File: src/rtl/addsub_pkg.sv
// Shared opcode encodings and flag bundle for the pipelined add/sub datapath.
package addsub_pkg;

    localparam logic OP_ADD = 1'b0;
    localparam logic OP_SUB = 1'b1;

    typedef struct packed {
        logic carry;
        logic overflow;
        logic zero;
        logic negative;
    } flags_t;

endpackage

File: src/rtl/addsub_chunk.sv
// One CHUNK-bit slice of the add/sub datapath; also exposes the carry into
// the slice MSB so the top slice can form signed overflow.
module addsub_chunk #(
    parameter int CHUNK = 4
) (
    input  logic [CHUNK-1:0] a,
    input  logic [CHUNK-1:0] b,
    input  logic             cin,
    output logic [CHUNK-1:0] sum,
    output logic             cout,
    output logic             c_msb_in
);

    assign {cout, sum} = {1'b0, a} + {1'b0, b} + {{CHUNK{1'b0}}, cin};

    // sum = a ^ b ^ carry-in at every bit, so the MSB carry-in falls out here
    assign c_msb_in = a[CHUNK-1] ^ b[CHUNK-1] ^ sum[CHUNK-1];

endmodule

File: src/rtl/pipelined_addsub.sv
// Slice-per-stage pipelined add/sub with valid/ready and global stall.
// Define PIPELINED_ADDSUB_SAT_EN to saturate the result on signed overflow.
module pipelined_addsub
    import addsub_pkg::*;
#(
    parameter int WIDTH = 16,
    parameter int CHUNK = 4
) (
    input  logic             clk,
    input  logic             reset,
    input  logic             in_valid,
    output logic             in_ready,
    input  logic [WIDTH-1:0] x,
    input  logic [WIDTH-1:0] y,
    input  logic             opcode,
    output logic             out_valid,
    input  logic             out_ready,
    output logic [WIDTH-1:0] result,
    output logic             carry_out,
    output logic             overflow,
    output logic             zero,
    output logic             negative
);

    localparam int STAGES = WIDTH / CHUNK;
    localparam int LAST   = STAGES - 1;

    logic              stall;
    logic [STAGES-1:0] v_q;
    logic [WIDTH-1:0]  a_q  [STAGES];
    logic [WIDTH-1:0]  b_q  [STAGES];
    logic [WIDTH-1:0]  s_q  [STAGES];
    logic              c_q  [STAGES];

    logic [STAGES-1:0] v_in;
    logic [WIDTH-1:0]  a_in [STAGES];
    logic [WIDTH-1:0]  b_in [STAGES];
    logic [WIDTH-1:0]  s_in [STAGES];
    logic              c_in [STAGES];
    logic [WIDTH-1:0]  s_n  [STAGES];
    logic [CHUNK-1:0]  sum  [STAGES];
    logic              cout [STAGES];
    logic              c_msb[STAGES];

    flags_t            flags_n;
    flags_t            flags_q;
    logic [WIDTH-1:0]  res_n;
    logic [WIDTH-1:0]  res_q;

    assign stall    = v_q[LAST] & ~out_ready;
    assign in_ready = ~stall;

    // Stage 0 is fed from the ports, later stages from the previous register
    always_comb begin
        v_in[0] = in_valid;
        a_in[0] = x;
        b_in[0] = (opcode == OP_ADD) ? y : ~y;
        c_in[0] = (opcode == OP_SUB);
        s_in[0] = '0;
        for (int k = 1; k < STAGES; k++) begin
            v_in[k] = v_q[k-1];
            a_in[k] = a_q[k-1];
            b_in[k] = b_q[k-1];
            c_in[k] = c_q[k-1];
            s_in[k] = s_q[k-1];
        end
    end

    for (genvar k = 0; k < STAGES; k++) begin : g_slice
        addsub_chunk #(
            .CHUNK(CHUNK)
        ) u_chunk (
            .a       (a_in[k][k*CHUNK +: CHUNK]),
            .b       (b_in[k][k*CHUNK +: CHUNK]),
            .cin     (c_in[k]),
            .sum     (sum[k]),
            .cout    (cout[k]),
            .c_msb_in(c_msb[k])
        );
    end

    always_comb begin
        for (int k = 0; k < STAGES; k++) begin
            s_n[k] = s_in[k];
            s_n[k][k*CHUNK +: CHUNK] = sum[k];
        end
    end

    always_comb begin
        flags_n          = '0;
        flags_n.carry    = cout[LAST];
        flags_n.overflow = cout[LAST] ^ c_msb[LAST];
        res_n            = s_n[LAST];
`ifdef PIPELINED_ADDSUB_SAT_EN
        // Overflow implies both operands share x's sign; clamp toward it
        if (flags_n.overflow) begin
            if (a_in[LAST][WIDTH-1])
                res_n = {1'b1, {(WIDTH-1){1'b0}}};
            else
                res_n = {1'b0, {(WIDTH-1){1'b1}}};
        end
`endif
        flags_n.zero     = (res_n == '0);
        flags_n.negative = res_n[WIDTH-1];
    end

    always_ff @(posedge clk or posedge reset) begin
        if (reset) begin
            v_q     <= '0;
            res_q   <= '0;
            flags_q <= '0;
            for (int k = 0; k < STAGES; k++) begin
                a_q[k] <= '0;
                b_q[k] <= '0;
                s_q[k] <= '0;
                c_q[k] <= 1'b0;
            end
        end else if (!stall) begin
            v_q <= v_in;
            for (int k = 0; k < STAGES; k++) begin
                if (v_in[k]) begin
                    a_q[k] <= a_in[k];
                    b_q[k] <= b_in[k];
                    s_q[k] <= s_n[k];
                    c_q[k] <= cout[k];
                end
            end
            if (v_in[LAST]) begin
                res_q   <= res_n;
                flags_q <= flags_n;
            end
        end
    end

    assign out_valid = v_q[LAST];
    assign result    = res_q;
    assign carry_out = flags_q.carry;
    assign overflow  = flags_q.overflow;
    assign zero      = flags_q.zero;
    assign negative  = flags_q.negative;

endmodule
File: config.mk
export PLATFORM = sky130hd
export DESIGN_NAME = pipelined_addsub
export DESIGN_NICKNAME = d
export VERILOG_FILES = /design/src/rtl/addsub_pkg.sv /design/src/rtl/addsub_chunk.sv /design/src/rtl/pipelined_addsub.sv
export SDC_FILE = /design/constraint.sdc
export NUM_CORES = 1
export LEC_CHECK = 0
export BUFFER_PORTS_ARGS = -buffer_cell sky130_fd_sc_hd__buf_2
export CAP_MARGIN = 20
export CORE_MARGIN = 2
export CORE_UTILIZATION = 61
export CTS_BUF_LIST = sky130_fd_sc_hd__clkbuf_16
export DETAILED_ROUTE_END_ITERATION = 16
export PLACE_DENSITY_LB_ADDON = 0.2
export SLEW_MARGIN = 5
export SYNTH_ARGS = -nofsm -noshare
export SYNTH_HDL_FRONTEND = slang
export SYNTH_SLANG_ARGS = --single-unit
File: constraint.sdc
create_clock -name clk -period 7 [get_ports clk]
set_input_delay 0 -clock clk [delete_from_list [all_inputs] [get_ports clk]]
set_output_delay 0 -clock clk [all_outputs]
set_load 0.1 [all_outputs]
### Word level (Yosys, flattened, before mapping)

Index checks and enable logic that the tools add are counted.

| operators by class | value |
|---|---|
| add/subtract/negate cells | 8 |
| multiplexer cells | 1 |
| bitwise operators | 7 |
| reduce and logical (&&, ||, !) cells | 5 |

Operators with widths:

| operator | count |
|---|---|
| $add A4 B4 Y5 | 4 |
| $add A5 B1 Y5 | 4 |
| $logic_not A16 Y1 | 1 |
| $mux W16 | 1 |
| $not A16 Y16 | 1 |
| $reduce_and A2 Y1 | 4 |
| $xor A1 B1 Y1 | 3 |
| $not A1 Y1 | 2 |
| $and A1 B1 Y1 | 1 |

| storage, ports and cells | value |
|---|---|
| register bits | 147 |

### Logic depth before layout (Yosys ltp)

Gate-level depths: netlist (run 1).

| depth | value |
|---|---|
| depth in word-level cells | 4 |
| gate-level depth with buffers | 8 |
| mapped depth without buffers | 7 |

### By module

From an unflattened synthesis (run 1), not the netlist that was laid out.

| unflattened totals | value |
|---|---|
| cells, all modules | 321 |
| area, all modules | 4579.4 um2 |

Modules (own cells, without submodules):

| module | times used | cells each | area each (um2) | sequential area each (um2) |
|---|---|---|---|---|
| pipelined_addsub | 1 | 253 | 4013.8 | 2452.4 |
| addsub_chunk | 4 | 17 | 141.4 | 0.0 |

### Worst setup path before layout (run 1)

OpenSTA, ideal clock, no wires.

| path | value |
|---|---|
| path type | register to register |
| start | reg v_q[3] |
| end | reg s_q, in the netlist s_in[16] |
| arrival | 2318 ps |
| data required time | 6875 ps |
| path slack | 4557 ps |
| cell stages (with the launch flop) | 7 |
| path buffers | 2 |
| clock period less this slack | 2443 ps |
| path through | dfrtp_1 -> nor2b_2 -> inv_2 -> nand2_1 -> buf_2 -> buf_6 -> mux2_2 |

| between the ends | value |
|---|---|
| word-level cells in the longest chain between the ends | 3 |

RTL lines:

| element | RTL line | source |
|---|---|---|
| from (decl) | pipelined_addsub.sv:29 | `logic [STAGES-1:0] v_q;` |
| from (signal assigned) | pipelined_addsub.sv:119 | `v_q <= v_in;` |
| $and A1 B1 Y1 | pipelined_addsub.sv:50 | `assign stall = v_q[LAST] & ~out_ready;` |
| $not A1 Y1 (no line) | -- |  |
| named net in_ready | pipelined_addsub.sv:12 | `output logic in_ready,` |
| $reduce_and A2 Y1 (no line) | -- |  |
| to (signal, indexed assignment) | pipelined_addsub.sv:124 | `s_q[k] <= s_n[k];` |
| to (decl) | pipelined_addsub.sv:32 | `logic [WIDTH-1:0] s_q [STAGES];` |

The timed path passes the listed nets, and every way through them passes these cells.
A chain may end at the register's enable or synchronous reset.

### Final worst setup path (run 1)

| path | value |
|---|---|
| start | reg a_q, in the netlist a_in[12] |
| end | reg flags_q, in the netlist zero |

| between the ends | value |
|---|---|
| word-level cells in the longest chain between the ends | 3 |

RTL lines:

| element | RTL line | source |
|---|---|---|
| from (decl) | pipelined_addsub.sv:30 | `logic [WIDTH-1:0] a_q [STAGES];` |
| from (signal, indexed assignment) | pipelined_addsub.sv:122 | `a_q[k] <= a_in[k];` |
| $add A4 B4 Y5 | addsub_chunk.sv:14 | `assign {cout, sum} = {1'b0, a} + {1'b0, b} + {{CHUNK{1'b0}}, cin};` |
| $add A5 B1 Y5 | addsub_chunk.sv:14 |  |
| $logic_not A16 Y1 | pipelined_addsub.sv:103 | `flags_n.zero = (res_n == '0);` |
| to (signal assigned) | pipelined_addsub.sv:130 | `flags_q <= flags_n;` |
| to (decl) | pipelined_addsub.sv:46 | `flags_t flags_q;` |

No other way between the ends.

==> results of run 1 <==
[critical path, cell delays in order (launching register included)]
cell	delay [ns]
sky130_fd_sc_hd__dfrtp_1	0.40
sky130_fd_sc_hd__fa_1	0.43
sky130_fd_sc_hd__inv_1	0.08
sky130_fd_sc_hd__fa_1	0.41
sky130_fd_sc_hd__nor4b_1	0.16
sky130_fd_sc_hd__nand4_1	0.08
sky130_fd_sc_hd__nor3b_1	0.06
sky130_fd_sc_hd__a22o_1	0.24
[layout make-up]
class                      instances  area [um^2]  area share [%]
clock buffer                       9          225            4.31
clock inverter                     7         61.3            1.17
inverter                           9         35.0           0.671
multi-input combinational        201         1730            33.2
sequential                        98         2450            46.9
tap                               96          120            2.30
timing repair buffer              87          596            11.4
[metal layers]
layer,GRT usage (%),vias up
met2,35.0,52
li1,-,1266
met3,3.20,10
met4,8.39,0
met1,30.7,1266
met5,0,-
[where the power goes]
part	switching [uW]	internal, uW
clock network	198	272
logic	789	444
registers	160	819
[cell usage in the layout, fill, tap and decap left out, types with 2 or more instances in the layout]
cell	instances
sky130_fd_sc_hd__a21oi_1	7
sky130_fd_sc_hd__xnor2_1	16
sky130_fd_sc_hd__a21o_1	7
sky130_fd_sc_hd__nand2b_1	2
sky130_fd_sc_hd__clkinv_1	3
sky130_fd_sc_hd__buf_2	58
sky130_fd_sc_hd__nor2_1	3
sky130_fd_sc_hd__nor4_1	2
sky130_fd_sc_hd__clkbuf_16	9
sky130_fd_sc_hd__ha_1	12
sky130_fd_sc_hd__fa_1	7
sky130_fd_sc_hd__nand2_1	34
sky130_fd_sc_hd__inv_1	8
sky130_fd_sc_hd__o21ai_0	26
sky130_fd_sc_hd__dlygate4sd3_1	27
sky130_fd_sc_hd__xor2_1	9
sky130_fd_sc_hd__nand2_2	2
sky130_fd_sc_hd__dfrtp_1	98
sky130_fd_sc_hd__mux2_2	67
[what timing repair did]
item / in CTS / in global routing
hold endpoints to repair: 61 / 0
hold buffers: 27 / 0
endpoints found under the setup margin: 0 / 0
[kinds of logic (layout without fill, tap and decap cells)]
group                    after synthesis  in the layout  share of synthesized area (%)
flip-flops                            98             98                           57.0
adder cells (fa/ha/maj)               19             19                           6.74
XOR/XNOR                              25             25                           5.09
AND/OR/NAND/NOR                       47             47                           4.83
AO/OA/AOI/OAI                         42             42                           5.76
buffers and inverters                 23            112                           2.73
multiplexers                          68             68                           17.9
[flip-flops by register name, indices dropped and copies added (netlist names)]
| signal | cells |
|---|---|
| a_in | 24 |
| b_in | 24 |
| result | 15 |
| res_n | 12 |
| s_in | 12 |
| v_q | 4 |
| c_in | 3 |
| carry_out | 1 |
| negative | 1 |
| overflow | 1 |
| zero | 1 |
[through the flow]
step,total power (uW),instance area [um^2]
6_report,2680,5220
5_1_grt,2850,5220
4_1_cts,2680,5200
3_5_place_dp,2190,4640
3_3_place_gp,2150,4640
2_1_floorplan,1960,4300
[worst paths after layout]
| check | start | end | slack [ns] | cells after the start |
|---|---|---|---|---|
| setup / recovery | a_in[12] | zero | 5.02 | 7 |
| hold / removal | y[0] | s_in[32] | 0.02 | 3 |
| setup reg to reg | a_in[12] | zero | 5.02 | 7 |
| hold reg to reg | result[14] | result[14] | 0.48 | 2 |
| max in group asynchronous | reset | b_in[26] | 5.57 | 4 |
| min in group asynchronous | reset | result[1] | 0.24 | 3 |
==> impl_metrics.py, run 1 <==
metrics = {
    "flow_run": {
        "maxCapViolCount": 0,
    },
    "timing": {
        "hold_slack_ns": 0.0222,
        "setup_total_negative_slack_ns": 0,
        "unrepaired_setup_endpoints_after_global_routing": "no",
        "fmax_mhz": 506,
        "timing_worst_slew_pin_value_ns": 0.854,
        "finalSetupViolations": 0,
        "setup_slack_ns": 5.02,
        "period_needed_ns": 1.98,
        "finalCritPeriodShare_pct": 28.2,
        "timing.max_slew.rel_slack_pct": 42.9,
        "timing_hold_violations_final": 0,
        "timing.clock.skew_ns": 0.00388,
        "slew_viol_final": 0,
    },
    "detailed_routing": {
        "detail_route.first_pass.iterations": 4,
        "detailedRoute.firstIterationViolations": 109,
        "vias": 2594,
        "post_drt_wl_per_cell_um": 14.9,
        "ant_nets": 0,
        "dr_wl_met2_um": 3660,
        "routed_wirelength_um": 7560,
        "dr_wl_met3_um": 198,
        "drc": 0,
        "dr.max_layer_used": "met4",
        "wl_met1_um": 3570,
        "post_drt_via_cell_ratio": 5.12,
    },
    "clock_network": {
        "cts-buffers-inserted": 9,
        "cts_max_path_buffers": 2,
        "post-cts-setup-buffers": 0,
        "clock_sink_count": 98,
        "h-tree-depth": 3,
        "cts.reportedPaths.clkPinSlew_ns": 0.06,
        "ctsRootBufferMaster": "sky130_fd_sc_hd__clkbuf_16",
        "tritoncts_clock_tree": "yes",
        "cts-resized-gates": 0,
        "clk_latency_ns": 0.33,
    },
    "power_and_ir_drop": {
        "power-per-cell-area_mw_per_mm2": 514,
        "p_leak_uw": 0.00245,
        "ir_worst_vdd_mv": 0.197,
    },
    "grt": {
        "grt_util_all_layers_pct": 21.9,
        "grt_max_degree": 66,
        "wire_length_of_the_first_global_routing_pass_um": 12800,
        "grt_overflow_total": 0,
        "antenna_found_initial": 0,
        "first_global_vias": 2617,
    },
    "worst_setup_path": {
        "worstSetupStartpointType": "flip-flop",
        "setup.worst_path.end_class": "flip-flop",
        "crit_required_ns": 7.22,
        "critPathMaxFanout": 2,
        "classification_of_the_worst_setup_path": "reg -> reg",
        "crit_arrival_ns": 2.20,
    },
    "die": {
        "core_area_mm2": 0.00679,
        "row_count": 30,
        "floorplan.initialDensity_pct": 63.4,
        "die_x_um": 88,
        "die-area_mm2": 0.00774,
        "design.portCount": 59,
        "fp.dieH_um": 88,
    },
    "placement": {
        "gp_congestion": 0.752,
        "detailedPlace.worstSlack_ns": 5.02,
        "detailed_place_hpwl_um": 4910,
        "cell_count_after_placement": 463,
        "placement.io_buffers": 58,
    },
    "final_layout": {
        "instances_no_fill": 507,
        "final_nets": 462,
        "layout-drive-gt1-share_pct": 35.5,
        "antenna_cells": 0,
        "utilization_pct": 76.9,
        "area.growth.synth_to_final_pct": 21.4,
        "nFillCells": 431,
    },
    "synth": {
        "synth.lib_cells_used.distinct": 27,
        "yosys-top-cells-count": "sky130_fd_sc_hd__dfrtp_1, sky130_fd_sc_hd__mux2_2, sky130_fd_sc_hd__nand2_1",
        "syn-num-nets": 378,
        "post-synth-top-area-cell": "sky130_fd_sc_hd__dfrtp_1",
        "synth.yosys.seq_area_share_pct": 57.0,
        "synth_warnings": 0,
        "post_synth_inst_count": 322,
        "synth_top_area_share_pct": 57.0,
        "ys_ff_latch": 98,
        "postSynth.asyncResetShare_pct": 100,
        "synth_most_common_cell": "sky130_fd_sc_hd__dfrtp_1",
        "syn_area_per_cell_um2": 13.4,
        "dominantRegCellSynth": "sky130_fd_sc_hd__dfrtp_1",
        "synth_top_cells_by_area": "sky130_fd_sc_hd__dfrtp_1, sky130_fd_sc_hd__mux2_2, sky130_fd_sc_hd__ha_1, sky130_fd_sc_hd__fa_1, sky130_fd_sc_hd__xnor2_1",
        "number_of_synthesized_flops_with_an_enable_pin": 0,
        "synth.cell_area_mm2": 0.00430,
    },
    "worst_hold_path": {
        "worst_hold_path_type": "in -> reg",
    },
    "outcome": {
        "run_status": "finished clean",
    },
}
Power figures use the tool's default switching activity.
==> run 2, diff against run 1 <==
--- a/config.mk
+++ b/config.mk
@@ -8,7 +8,7 @@
 export BUFFER_PORTS_ARGS = -buffer_cell sky130_fd_sc_hd__buf_2
 export CAP_MARGIN = 20
 export CORE_MARGIN = 2
-export CORE_UTILIZATION = 61
+export CORE_UTILIZATION = 57
 export CTS_BUF_LIST = sky130_fd_sc_hd__clkbuf_16
 export DETAILED_ROUTE_END_ITERATION = 16
 export PLACE_DENSITY_LB_ADDON = 0.2
==> constraint.sdc (replaced) <==
create_clock -name clk -period 1.89 [get_ports clk]
set_input_delay 0 -clock clk [delete_from_list [all_inputs] [get_ports clk]]
set_output_delay 0 -clock clk [all_outputs]
set_load 0.1 [all_outputs]
==> run 2 against run 1 <==
The flow now finishes with violations (setup timing). Final cell count rose by 2.2%. Die area rose by 6.7%. Cell area rose by 2.2%. Register-to-register slack worse by 5.0 ns. Global-route usage shrank 2.2 points. First-iteration DRC count fell by 24%. Non-clock buffer count grew 8. Count of clock-buffer cells in the layout did not move. Critical path depth did not move.
==> impl_metrics.py, run 2 (synthesis gave the netlist of run 1 again) <==
metrics = {
    "clock_network": {
        "ctsRootBufferMaster": "sky130_fd_sc_hd__clkbuf_16",
        "h-tree-depth": 3,
        "clock_sink_count": 98,
        "clk_latency_ns": 0.34,
        "cts_max_path_buffers": 2,
        "tritoncts_clock_tree": "yes",
        "cts-buffers-inserted": 9,
        "cts.reportedPaths.clkPinSlew_ns": 0.07,
    },
    "power_and_ir_drop": {
        "ir_worst_vdd_mv": 0.731,
        "power-per-cell-area_mw_per_mm2": 1860,
        "total_design_power_uw": 9960,
        "p_leak_uw": 0.00249,
    },
    "grt": {
        "grt_overflow_total": 0,
        "antenna_found_initial": 0,
        "grt_util_all_layers_pct": 19.7,
        "wire_length_of_the_first_global_routing_pass_um": 12800,
        "first_global_vias": 2668,
        "grt_max_degree": 66,
    },
    "worst_setup_path": {
        "crit_path_cell_chain": "fa_2 > inv_2 > fa_1 > nor4b_4 > nand4_1 > nor3b_2 > a22o_1",
        "critical_path_buffers_and_inverters": 1,
        "setup.worst_path.end_class": "flip-flop",
        "crit_required_ns": 2.12,
        "cp_slowest_cell": "sky130_fd_sc_hd__fa_1",
        "worstSetupStartpointType": "flip-flop",
        "critical-path-top-delay-family": "adder cells",
        "critPathMaxFanout": 2,
        "crit_arrival_ns": 2.12,
        "crit_path_max_incr_delay_ns": 0.43,
        "classification_of_the_worst_setup_path": "reg -> reg",
    },
    "final_layout": {
        "final_common_cell": "sky130_fd_sc_hd__dfrtp_1",
        "most-common-layout-cells": "sky130_fd_sc_hd__dfrtp_1, sky130_fd_sc_hd__mux2_2, sky130_fd_sc_hd__buf_2",
        "multi_input_area_mm2": 0.00177,
        "layout-drive-gt1-share_pct": 38.9,
        "area.growth.synth_to_final_pct": 24.1,
        "final_nets": 470,
        "nFillCells": 529,
        "ff_latch_area_mm2": 0.00245,
        "instances_no_fill": 518,
        "antenna_cells": 0,
    },
    "die": {
        "die_x_um": 90.9,
        "design.portCount": 59,
        "fp.dieH_um": 90.9,
        "die-area_mm2": 0.00826,
        "floorplan.initialDensity_pct": 59.0,
        "core_area_mm2": 0.00729,
        "row_count": 31,
    },
    "detailed_routing": {
        "routed_wirelength_um": 7190,
        "dr_wl_met2_um": 3440,
        "ant_nets": 0,
        "detailedRoute.firstIterationViolations": 83,
        "wl_met1_um": 3400,
        "post_drt_wl_per_cell_um": 13.9,
        "drc": 0,
        "dr_wl_met3_um": 254,
        "post_drt_via_cell_ratio": 5.06,
        "vias": 2621,
        "dr.max_layer_used": "met4",
        "detail_route.first_pass.iterations": 4,
    },
    "timing": {
        "period_needed_ns": 1.90,
        "setup_total_negative_slack_ns": -0.00941,
        "fmax_mhz": 526,
        "slew_viol_final": 0,
        "timing.clock.skew_ns": 0.00542,
        "timing_worst_slew_pin_value_ns": 0.524,
        "finalSetupViolations": 1,
        "hold_slack_ns": 0.100,
        "timing_hold_violations_final": 0,
        "timing.max_slew.rel_slack_pct": 64.9,
        "setup_slack_ns": -0.00941,
        "unrepaired_setup_endpoints_after_global_routing": "yes",
        "finalCritPeriodShare_pct": 100,
    },
    "worst_hold_path": {
        "worst_hold_path_type": "in -> reg",
    },
    "outcome": {
        "failed_checks": "setup timing",
        "run_status": "complete, but fails checks",
    },
    "flow_run": {
        "maxCapViolCount": 0,
    },
    "placement": {
        "gp_congestion": 0.762,
        "placement.io_buffers": 58,
        "detailed_place_hpwl_um": 4840,
        "cell_count_after_placement": 473,
        "detailedPlace.worstSlack_ns": -0.0669,
    },
}
run 2: stage by stage:
stage,instance area (um^2),util [%]
global route,5340,73.2
detailed placement,4750,65.1
global placement,4750,65.1
floorplan,4330,-
CTS,5330,73.1
finish,5340,73.2
run 2: what timing repair did:
action | 4_1_cts | 5_1_grt
pin swaps | 4 | 0
gates resized for setup | 5 | 1
setup buffers | 0 | 1
hold buffers | 28 | 0
endpoints found under the setup margin | 1 | 2
hold endpoints to repair | 127 | 0
run 2: routing by layer:
| layer | GRT usage, % | up-vias |
|---|---|---|
| met4 | 5.68 | 0 |
| met5 | 0 | - |
| li1 | - | 1291 |
| met3 | 4.76 | 7 |
| met1 | 27.4 | 1269 |
| met2 | 31.2 | 54 |
run 2: final timing paths:
kind	from	end	slack [ns]	cells after the start
max in group asynchronous	reset	s_in[32]	1.27	4
max reg2reg	c_in[0]	zero	-0.009	7
max	c_in[0]	zero	-0.009	7
min in group asynchronous	reset	v_q[2]	0.27	4
min	opcode	b_in[38]	0.1	3
min reg2reg	b_in[42]	b_in[42]	0.49	2
run 2: power breakdown:
group	switching [uW]	internal (uW)	leakage, uW	total [uW]
Clock	785	901	0.000128	1690
Sequential	575	3040	0.00118	3610
Combinational	2920	1740	0.00118	4660
run 2: layout make-up:
cell class,count,area share (%)
sequential,98,45.9
multi-input combinational,201,33.1
timing repair buffer,95,12.7
clock buffer,9,4.22
tap,99,2.32
clock inverter,7,1.01
inverter,9,0.797
run 2: tightest hold or removal path, stage by stage:
cell	delay, ns
sky130_fd_sc_hd__buf_2	0.17
sky130_fd_sc_hd__xnor2_1	0.16
sky130_fd_sc_hd__o21ai_0	0.06
==> run 3, diff against run 2 <==
--- a/config.mk
+++ b/config.mk
@@ -5,12 +5,13 @@
 export SDC_FILE = /design/constraint.sdc
 export NUM_CORES = 1
 export LEC_CHECK = 0
-export BUFFER_PORTS_ARGS = -buffer_cell sky130_fd_sc_hd__buf_2
+export BUFFER_PORTS_ARGS = -buffer_cell sky130_fd_sc_hd__buf_4
 export CAP_MARGIN = 20
 export CORE_MARGIN = 2
 export CORE_UTILIZATION = 57
 export CTS_BUF_LIST = sky130_fd_sc_hd__clkbuf_16
 export DETAILED_ROUTE_END_ITERATION = 16
+export HOLD_SLACK_MARGIN = 0.1
 export PLACE_DENSITY_LB_ADDON = 0.2
 export SLEW_MARGIN = 5
 export SYNTH_ARGS = -nofsm -noshare
==> run 3 against run 2 <==
The run still ends with setup timing left. Global-route usage fell by 0.24 points. Highest routed layer unchanged. Die area stayed put. Critical endpoint unchanged. First-iteration DRC count up 76%. Via count grew 1.2%. Clock power about the same.
==> impl_metrics.py, run 3 (synthesis gave the netlist of run 1 again) <==
metrics = {
    "timing": {
        "finalCritPeriodShare_pct": 101,
        "unrepaired_setup_endpoints_after_global_routing": "yes",
        "fmax_mhz": 524,
        "slew_viol_final": 0,
        "timing.max_slew.rel_slack_pct": 64.6,
        "hold_slack_ns": 0.103,
        "setup_slack_ns": -0.0189,
        "timing_worst_slew_pin_value_ns": 0.530,
        "period_needed_ns": 1.91,
        "timing_hold_violations_final": 0,
        "timing.clock.skew_ns": 0.00515,
        "finalSetupViolations": 1,
    },
    "detailed_routing": {
        "detail_route.first_pass.iterations": 4,
        "routed_wirelength_um": 7420,
        "post_drt_wl_per_cell_um": 14.3,
        "ant_nets": 0,
        "post_drt_via_cell_ratio": 5.10,
        "drc": 0,
        "detailedRoute.firstIterationViolations": 146,
        "vias": 2652,
    },
    "placement": {
        "gp_congestion": 0.758,
        "placement.io_buffers": 58,
        "detailed_place_hpwl_um": 4910,
        "detailedPlace.worstSlack_ns": -0.0394,
    },
    "clock_network": {
        "cts.reportedPaths.clkPinSlew_ns": 0.07,
        "cts-buffers-inserted": 9,
        "h-tree-depth": 3,
        "clk_latency_ns": 0.34,
        "tritoncts_clock_tree": "yes",
        "cts_max_path_buffers": 2,
        "ctsRootBufferMaster": "sky130_fd_sc_hd__clkbuf_16",
        "clock_sink_count": 98,
    },
    "die": {
        "die-area_mm2": 0.00826,
        "fp.dieH_um": 90.9,
        "row_count": 31,
        "design.portCount": 59,
        "floorplan.initialDensity_pct": 59.0,
        "core_area_mm2": 0.00729,
        "die_x_um": 90.9,
    },
    "final_layout": {
        "area.growth.synth_to_final_pct": 27.4,
        "nFillCells": 487,
        "layout-drive-gt1-share_pct": 39.4,
        "final_nets": 472,
        "antenna_cells": 0,
        "most-common-layout-cells": "sky130_fd_sc_hd__dfrtp_1, sky130_fd_sc_hd__mux2_2, sky130_fd_sc_hd__buf_4",
        "final_common_cell": "sky130_fd_sc_hd__dfrtp_1",
    },
    "grt": {
        "antenna_found_initial": 0,
        "wire_length_of_the_first_global_routing_pass_um": 12700,
        "grt_util_all_layers_pct": 19.4,
        "grt_overflow_total": 0,
        "first_global_vias": 2660,
        "grt_max_degree": 99,
    },
    "power_and_ir_drop": {
        "p_leak_uw": 0.00254,
        "ir_worst_vdd_mv": 0.823,
        "power-per-cell-area_mw_per_mm2": 1860,
    },
    "worst_setup_path": {
        "setup.worst_path.end_class": "flip-flop",
        "crit_arrival_ns": 2.13,
        "critPathMaxFanout": 2,
        "cp_slowest_cell": "sky130_fd_sc_hd__fa_1",
        "critical-path-top-delay-family": "adder cells",
        "critical_path_buffers_and_inverters": 1,
        "crit_required_ns": 2.12,
        "crit_path_max_incr_delay_ns": 0.42,
        "ff2ff_setup_slack_ns": -0.02,
        "crit_path_cell_chain": "fa_2 > inv_2 > fa_1 > nor4b_4 > nand4_1 > nor3b_2 > a22o_1",
        "classification_of_the_worst_setup_path": "reg -> reg",
        "worstSetupStartpointType": "flip-flop",
    },
    "outcome": {
        "failed_checks": "setup timing",
        "run_status": "complete, but fails checks",
    },
    "flow_run": {
        "maxCapViolCount": 0,
    },
    "worst_hold_path": {
        "worst_hold_path_type": "in -> reg",
    },
}
run 3: changes by cell type in the layout (fill, tap and decap cells not counted), moves of 2 or more:
cell                       before  now
sky130_fd_sc_hd__buf_4          6   67
sky130_fd_sc_hd__clkinv_4       1    3
sky130_fd_sc_hd__buf_2         58    0
sky130_fd_sc_hd__buf_12         3    1
run 3: path summary, 6_finish.rpt:
check / start / endpoint / depth (start not counted)
setup / recovery: c_in[0] / zero / 7
hold / removal: x[3] / c_in[2] / 4
setup reg to reg: c_in[0] / zero / 7
hold reg to reg: s_in[32] / s_in[32] / 2
max in group asynchronous: reset / v_q[3] / 4
min in group asynchronous: reset / result[12] / 4
run 3: routing by layer:
layer  vias to the layer above  wire [um]  track usage (%)
met5                         -          0                0
met4                         0        129             7.58
met3                         9        247             2.92
met2                        60       3610             31.7
met1                      1283       3430             26.5
li1                       1300          -                -
run 3: final cells by class:
| cell class | count | area, um^2 | share of cell area (%) |
|---|---|---|---|
| clock buffer | 9 | 225 | 4.11 |
| inverter | 9 | 42.5 | 0.776 |
| multi-input combinational | 201 | 1770 | 32.3 |
| sequential | 98 | 2450 | 44.7 |
| tap | 99 | 124 | 2.26 |
| clock inverter | 7 | 55.1 | 1.00 |
| timing repair buffer | 97 | 813 | 14.8 |
run 3: power by group:
group | switching, uW | total, uW | internal [uW] | leakage, uW
logic | 2980 | 4900 | 1920 | 0.00122
clock network | 787 | 1690 | 900 | 0.000132
registers | 591 | 3630 | 3040 | 0.00118
total | 4360 | 10200 | 5860 | 0.00254
run 3: stage by stage:
step | area (um^2) | TNS, ns | instances | power (uW) | util, %
global placement | 4860 | -0.00181 | 472 | 8150 | 66.6
finish | 5490 | -0.0189 | 520 | 10200 | 75.2
CTS | 5450 | 0 | 519 | 10100 | 74.8
global route | 5490 | -0.104 | 520 | 10800 | 75.2
detailed placement | 4860 | -0.0394 | 472 | 8330 | 66.6
floorplan | 4330 | -0.592 | 322 | 7300 | -
run 3: worst min-delay path, cell delays in order:
cell and delay [ns]:
sky130_fd_sc_hd__buf_4 0.08, sky130_fd_sc_hd__ha_1 0.13, sky130_fd_sc_hd__a21oi_1 0.05, sky130_fd_sc_hd__o21ai_0 0.14
run 3: repair_timing:
item                                    4_1_cts  5_1_grt
hold buffers                                 29        0
pin swaps                                     1        0
endpoints found under the setup margin        1        4
setup buffers                                 2        1
resized for setup                             3        5
endpoints found under the hold margin       128        0
